===== src/rtl/fwd_hazard_unit.sv =====
// fwd_hazard_unit: EX operand forwarding selects and load-use stall control with MEM/WB destination shadow
module fwd_hazard_unit #(
  parameter int RW = 5,
  parameter int CW = 16
) (
  input  logic          clk,
  input  logic          rst,
  input  logic [RW-1:0] id_rs,
  input  logic [RW-1:0] id_rt,
  input  logic          id_uses_rt,
  input  logic [RW-1:0] ex_rs,
  input  logic [RW-1:0] ex_rt,
  input  logic [RW-1:0] ex_dst,
  input  logic          ex_regwrite,
  input  logic          ex_memread,
  input  logic          flush,
  output logic [1:0]    src1,
  output logic [1:0]    src2,
  output logic          stall,
  output logic          bubble,
  output logic [CW-1:0] stall_cnt
);
  logic [RW-1:0] r_mem_dst, r_wb_dst;
  logic          r_mem_rw, r_mem_ld, r_wb_rw;
  logic [CW-1:0] r_cnt;
  logic          w_mem_ok, w_wb_ok;
  // A load sitting in MEM has no data yet, so it is never a forward source.
  assign w_mem_ok  = r_mem_rw & ~r_mem_ld & (r_mem_dst != '0);
  assign w_wb_ok   = r_wb_rw & (r_wb_dst != '0);
  assign src1      = (w_mem_ok && r_mem_dst == ex_rs) ? 2'b01 :
                     (w_wb_ok && r_wb_dst == ex_rs)   ? 2'b10 : 2'b00;
  assign src2      = (w_mem_ok && r_mem_dst == ex_rt) ? 2'b01 :
                     (w_wb_ok && r_wb_dst == ex_rt)   ? 2'b10 : 2'b00;
  assign stall     = ex_memread & ex_regwrite & (ex_dst != '0) & ~flush &
                     ((ex_dst == id_rs) | (id_uses_rt & (ex_dst == id_rt)));
  assign bubble    = stall;
  assign stall_cnt = r_cnt;
  always_ff @(posedge clk or negedge rst) begin
    if (!rst) begin
      r_mem_dst <= '0;
      r_mem_rw  <= 1'b0;
      r_mem_ld  <= 1'b0;
      r_wb_dst  <= '0;
      r_wb_rw   <= 1'b0;
      r_cnt     <= '0;
    end else begin
      r_wb_dst  <= r_mem_dst;
      r_wb_rw   <= r_mem_rw;
      r_mem_dst <= (flush || stall) ? '0 : ex_dst;
      r_mem_rw  <= (flush || stall) ? 1'b0 : ex_regwrite;
      r_mem_ld  <= (flush || stall) ? 1'b0 : ex_memread;
      if (stall && r_cnt != '1) r_cnt <= r_cnt + 1'b1;
    end
  end
endmodule


===== config.mk =====
export PLATFORM = sky130hd
export DESIGN_NAME = fwd_hazard_unit
export DESIGN_NICKNAME = d
export VERILOG_FILES = /design/src/rtl/fwd_hazard_unit.sv
export SDC_FILE = /design/constraint.sdc
export NUM_CORES = 1
export LEC_CHECK = 0
export ABC_AREA = 1
export CAP_MARGIN = 5
export CORE_MARGIN = 4
export CORE_UTILIZATION = 45
export CTS_BUF_LIST = sky130_fd_sc_hd__clkbuf_2
export DETAILED_ROUTE_END_ITERATION = 16
export PLACE_DENSITY_LB_ADDON = 0.12
export SYNTH_ARGS = -nofsm -noshare
export SYNTH_HDL_FRONTEND = slang
export SYNTH_SLANG_ARGS = --single-unit

===== constraint.sdc =====
create_clock -name clk -period 1.6 [get_ports clk]
set_clock_uncertainty 0.05 [all_clocks]
set_input_delay 0.32 -clock clk [delete_from_list [all_inputs] [get_ports clk]]
set_output_delay 0.32 -clock clk [all_outputs]
set_load 0.01 [all_outputs]

Word level (Yosys, flattened, before mapping)
Index checks and enable logic that the tools add are counted.
Widths: inputs -> output; s select.
{ "op_classes": {"addsub": 1, "eq_ne": 7, "n_mux": 7, "n_bitwise": 11, "reduce_logical": 9} }
{ "op_table": {"columns": ["cell", "n"], "rows": [
  ["$eq 5x5->1", 6],
  ["$add 16x1->16 const B", 1],
  ["$ne 16x16->1 const B", 1],
  ["$reduce_bool 5->1", 3],
  ["$and 1x1->1", 8],
  ["$mux 2", 4],
  ["$logic_and 1x1->1", 5],
  ["$mux 5", 1],
  ["$mux 1", 2],
  ["$not 1->1", 2],
  ["$logic_or 1x1->1", 1],
  ["$or 1x1->1", 1]
]} }
{ "totals": {"register_bits": 29, "input_bits": 31, "output_inout_bits": 22} }

Longest topological paths before layout
Gate-level depths: netlist of run 1.
{ "logic_depth": {"depth_word": 6, "ltp_mapped": 10} }

Worst setup path after synthesis of run 1
Ideal clock, no wire load.
{ "synth_path": {"path_kind": "register to register", "startpoint": "register r_cnt[0] (netlist: stall_cnt[0])", "endpoint": "register r_cnt[13] (netlist: stall_cnt[13])", "setup_time_ns": 0.118, "t_arrival_ns": 1.438, "path_slack_ns": -0.006, "path_stages_with_launch": 8, "n_path_buf": 1, "period_less_slack_ns": 1.606, "path_cell_list": "dfrtp_1 -> ha_1 -> nand3_2 -> nor2_4 -> nand4_4 -> buf_2 -> nand4_1 -> nand2_1"} }
{ "synth_via": {"elab_chain_cells": 2, "word_cells_on_any_way": 3, "cone_classes": "add/sub (1); eq/ne (1); reduce/logical (1)"} }
{ "synth_lines": {"columns": ["item", "line_no", "rtl"], "rows": [
  ["start, declared", "25", "logic [CW-1:0] r_cnt;"],
  ["start signal, assigned", "52", "if (stall && r_cnt != '1) r_cnt <= r_cnt + 1'b1;"],
  ["branches (longest 2 deep; another with $add 16x1->16)", null, null]
]} }
Several ways; the timed one is not identified.
A chain may end at the register's enable or synchronous reset.

Final worst setup path of run 1
{ "layout_path": {"startpoint": "register r_wb_dst[0]", "endpoint": "output port src2[1]"} }
{ "layout_via": {"elab_chain_cells": 5, "word_cells_on_any_way": 6, "cone_classes": "eq/ne (1); mux (2); bitwise (1); reduce/logical (2)"} }
{ "layout_lines": {"columns": ["item", "line_no", "rtl"], "rows": [
  ["start, declared", "23", "logic [RW-1:0] r_mem_dst, r_wb_dst;"],
  ["start signal, assigned", "47", "r_wb_dst <= r_mem_dst;"],
  ["$reduce_bool 5->1", "29", "assign w_wb_ok = r_wb_rw & (r_wb_dst != '0);"],
  ["$and 1x1->1", "29", null],
  ["$logic_and 1x1->1 (*)", "33", "(w_wb_ok && r_wb_dst == ex_rt) ? 2'b10 : 2'b00;"],
  ["$mux 2 (*)", "33", null],
  ["$mux 2 (*)", "32", "assign src2 = (w_mem_ok && r_mem_dst == ex_rt) ? 2'b01 :"],
  ["end, declared", "18", "output logic [1:0] src2,"]
]} }
Mark *: on every way between the ends. The rest lies on a longest branch, timed or not.

==> results of run 1 <==
area by class of cell:
class | instances | area share [%]
clock buffer | 6 | 1.05
clock inverter | 2 | 1.18
inverter | 31 | 4.07
multi-input combinational | 205 | 39.5
sequential | 29 | 25.7
tap | 50 | 2.19
timing repair buffer | 95 | 26.3
layout by cell type (no fill, tap or decap), drive strengths merged:
master	n
o21ai	3
xor2	11
inv	31
clkdlybuf4s50	11
buf	53
clkbuf	13
nand3	13
nand2	92
nor2	33
clkdlybuf4s15	5
ha	1
nand3b	1
nand4	26
bufinv	1
xnor2	17
clkinv	1
dlygate4sd2	19
dfrtp	29
nor3	8
flip-flops by register name, indices dropped and copies added, names as in the netlist:
register	flops
stall_cnt	16
r_mem_dst	5
r_wb_dst	5
r_mem_ld	1
r_mem_rw	1
r_wb_rw	1
how the worst max path moves through the flow:
stage	from	to	slack [ps]
after floorplan	stall_cnt[1]$_DFFE_PN0P_	stall_cnt[0]$_DFFE_PN0P_	30
after global placement	ex_dst[1]	stall	-730
after detailed placement	ex_dst[1]	bubble	-790
after CTS	r_wb_dst[0]$_DFF_PN0_	src2[1]	-380
after global routing	r_wb_dst[0]$_DFF_PN0_	src2[1]	-440
final	r_wb_dst[0]$_DFF_PN0_	src2[1]	-310
synthesized netlist by cell type, types with 2 or more instances:
library cell	instances	share of area [%]
dfrtp_1	29	37
xor2_1	11	5.0
xnor2_1	17	7.7
nand3_1	11	2.8
nor2_1	31	6.0
nor3_1	7	1.8
o21ai_0	3	0.78
nand3_2	2	1.0
inv_1	30	5.8
buf_2	3	0.78
nand4_1	25	8.1
nand2_1	91	18
worst max-delay path, stage by stage, from the launching register on:
cell and delay (ps):
dfrtp_1 420, buf_6 120, xor2_1 150, nor3_1 160, nand4_1 110, nor2_1 90
buf_2 130
timing repair:
item,CTS,global route
gates resized for setup,97,31
pin swaps,26,24
setup buffers,18,1
setup endpoints to repair,37,8
kinds of logic after synthesis:
logic type	Yosys count	share of synthesized area (%)
fa+ha+maj	1	0.646
buf+inv	36	7.76
compound gates	3	0.775
xor+xnor	28	12.7
simple gates	173	40.7
flops	29	37.5
where the power goes:
part           switching (mW)  internal (mW)  leakage [nW]  total, mW
Sequential             0.0260          0.765         0.378      0.791
Combinational           0.176          0.180          1.13      0.356
Clock                   0.257          0.267        0.0406      0.523
through the flow:
stage          worst slack, ps  setup TNS, ps  utilization [%]  hold WS [ps]  total power, mW
6_report                  -312          -1050             70.0           228             1.67
5_1_grt                   -437          -1510             70.0           223             1.75
4_1_cts                   -383          -1320             69.9           216             1.67
3_5_place_dp              -792         -15070             65.4           315             1.15
3_3_place_gp              -725         -13620             65.4           308             1.14
2_1_floorplan             32.0              0                -         -25.6            0.947
per-layer routing:
layer  share of wire (%)  vias up  track usage, %  routed length (um)
met5                   0        -               0                   0
met3                 6.5       12            4.65                 341
met1                  42      953            24.2                2170
li1                    -     1056               -                   -
met2                  50       71            34.5                2610
met4                 1.6        0            7.24                  83
==> summary.md, run 1 <==
| Metric | Value |
|---|---|
| Placed Instances | `392` |
| Worst reg2reg endpoint | `stall_cnt[12]$_DFFE_PN0P_` |
| FILL cells | `364` |
| Final Routed Wirelength | `5210 um` |
| Final setup fails | `4` |
| Hold Path Sink | `r_mem_dst[2]$_DFF_PN0_` |
| Core ar. | `0.00409 mm^2` |
| Slew Limit Fails | `0` |
| Leakage | `1.55 nW` |
| Setup WS post-layout | `-312 ps` |
| RD Place Congestion | `0.855` |
| Pin count of the biggest net entering global routing | `30` |
| Initial antenna violation count | `0` |
| Post-CTS Hold Buffers | `0` |
| Via count | `2092` |
| Die area | `0.00541 mm^2` |
| Synth unique cells | `22` |
| Max Clk Rate | `0.523 GHz` |
| Non-filler cells in the finished layout | `418` |
| Syn-to-layout area delta | `47.8%` |
| Syn_area_per_cell | `7.17 um^2` |
| Slew @ Worst Pin | `377 ps` |
| Top FF cell, synth | `dfrtp_1` |
| Cell Rows | `23` |
| Inserted Clock Buffers | `5` |
| Die X | `73.6 um` |
| Final worst path period share | `119%` |
| Post-synthesis sequential area ratio | `37.5%` |
| Maximum VDD drop | `0.488 mV` |
| Via/cell ratio | `5.00` |
| Antenna-violating nets left | `0` |
| Dpl hpwl | `3750 um` |
| Run status | `complete, but fails checks` |
| CTS tree | `built` |
| Worst hold path cell count | `4` |
| DR DRC count | `0` |
| EDFF count, synth | `0` |
| Clk root buf | `clkbuf_2` |
| Vias in the first global route | `2056` |
| Crit Path Max Fanout | `2` |
| Arr. time, crit path | `1540 ps` |
| Final hold viol count | `0` |
| Drt pass-1 iters | `5` |
| Reg area | `736 um^2` |
| Cell area after synthesis | `0.00194 mm^2` |
| Crit path kind | `reg -> out` |
| Dpl cell area | `0.00267 mm^2` |
| WP data required | `1230 ps` |
| Post-synth ARST share | `100%` |
| Grt ovf | `0` |
| MaxCap Viol Count | `0` |
| Slew Limit Headroom | `74.8%` |
| PwrDens | `584 mW/mm^2` |
| Port bufs | `52` |
| CP startpoint kind | `flip-flop` |
| Multi-input gate area | `0.00113 mm^2` |
| I/O Pins | `53` |
| First-pass GRT wire length | `8470 um` |
| Layout cells sized above 1 | `29.1%` |
| HP Class | `in -> reg` |
| All-layer global routing usage | `20.1%` |
| Cells after Synth | `270` |
| Ant. Diodes | `0` |
| Seq cells post-synth | `29` |
| CTS clk-pin slew, worst paths | `150 ps` |
| Critical Path End Type | `output port` |
| Final Instance Area | `0.00286 mm^2` |
| Clock Latency Late Sink | `370 ps` |
| H-tree levels | `2` |
| Min-delay src | `ex_dst[2]` |
| CTS max path bufs | `2` |
| Worst reg-to-reg setup slack | `100 ps` |
| CTS Sinks | `29` |
| R2r worst-path depth | `7` |
| Unrepaired setup endpoints after global routing | `yes` |
| Initial drt markers | `78` |
| Nets | `399` |
| RR Startpoint | `stall_cnt[0]$_DFFE_PN0P_` |
| Failing checks | `setup timing` |
| Vert. Die Dim | `73.6 um` |
| Syn nets | `302` |
| Yosys warns | `0` |
| Post-route minimum period | `1910 ps` |
| Initial core utilization | `47.4%` |
| Post-DR wirelength/cell | `12.5 um` |
No activity file was read; power rests on OpenSTA's default activity.
==> run 2: changes to the inputs <==
--- a/config.mk
+++ b/config.mk
@@ -10,6 +10,7 @@
 export CORE_MARGIN = 4
 export CORE_UTILIZATION = 45
 export CTS_BUF_LIST = sky130_fd_sc_hd__clkbuf_2
+export CTS_CLUSTER_SIZE = 25
 export DETAILED_ROUTE_END_ITERATION = 16
 export PLACE_DENSITY_LB_ADDON = 0.12
 export SYNTH_ARGS = -nofsm -noshare
==> results of run 2 <==
The final DEF is identical to that of run 1; final timing and power are the same.
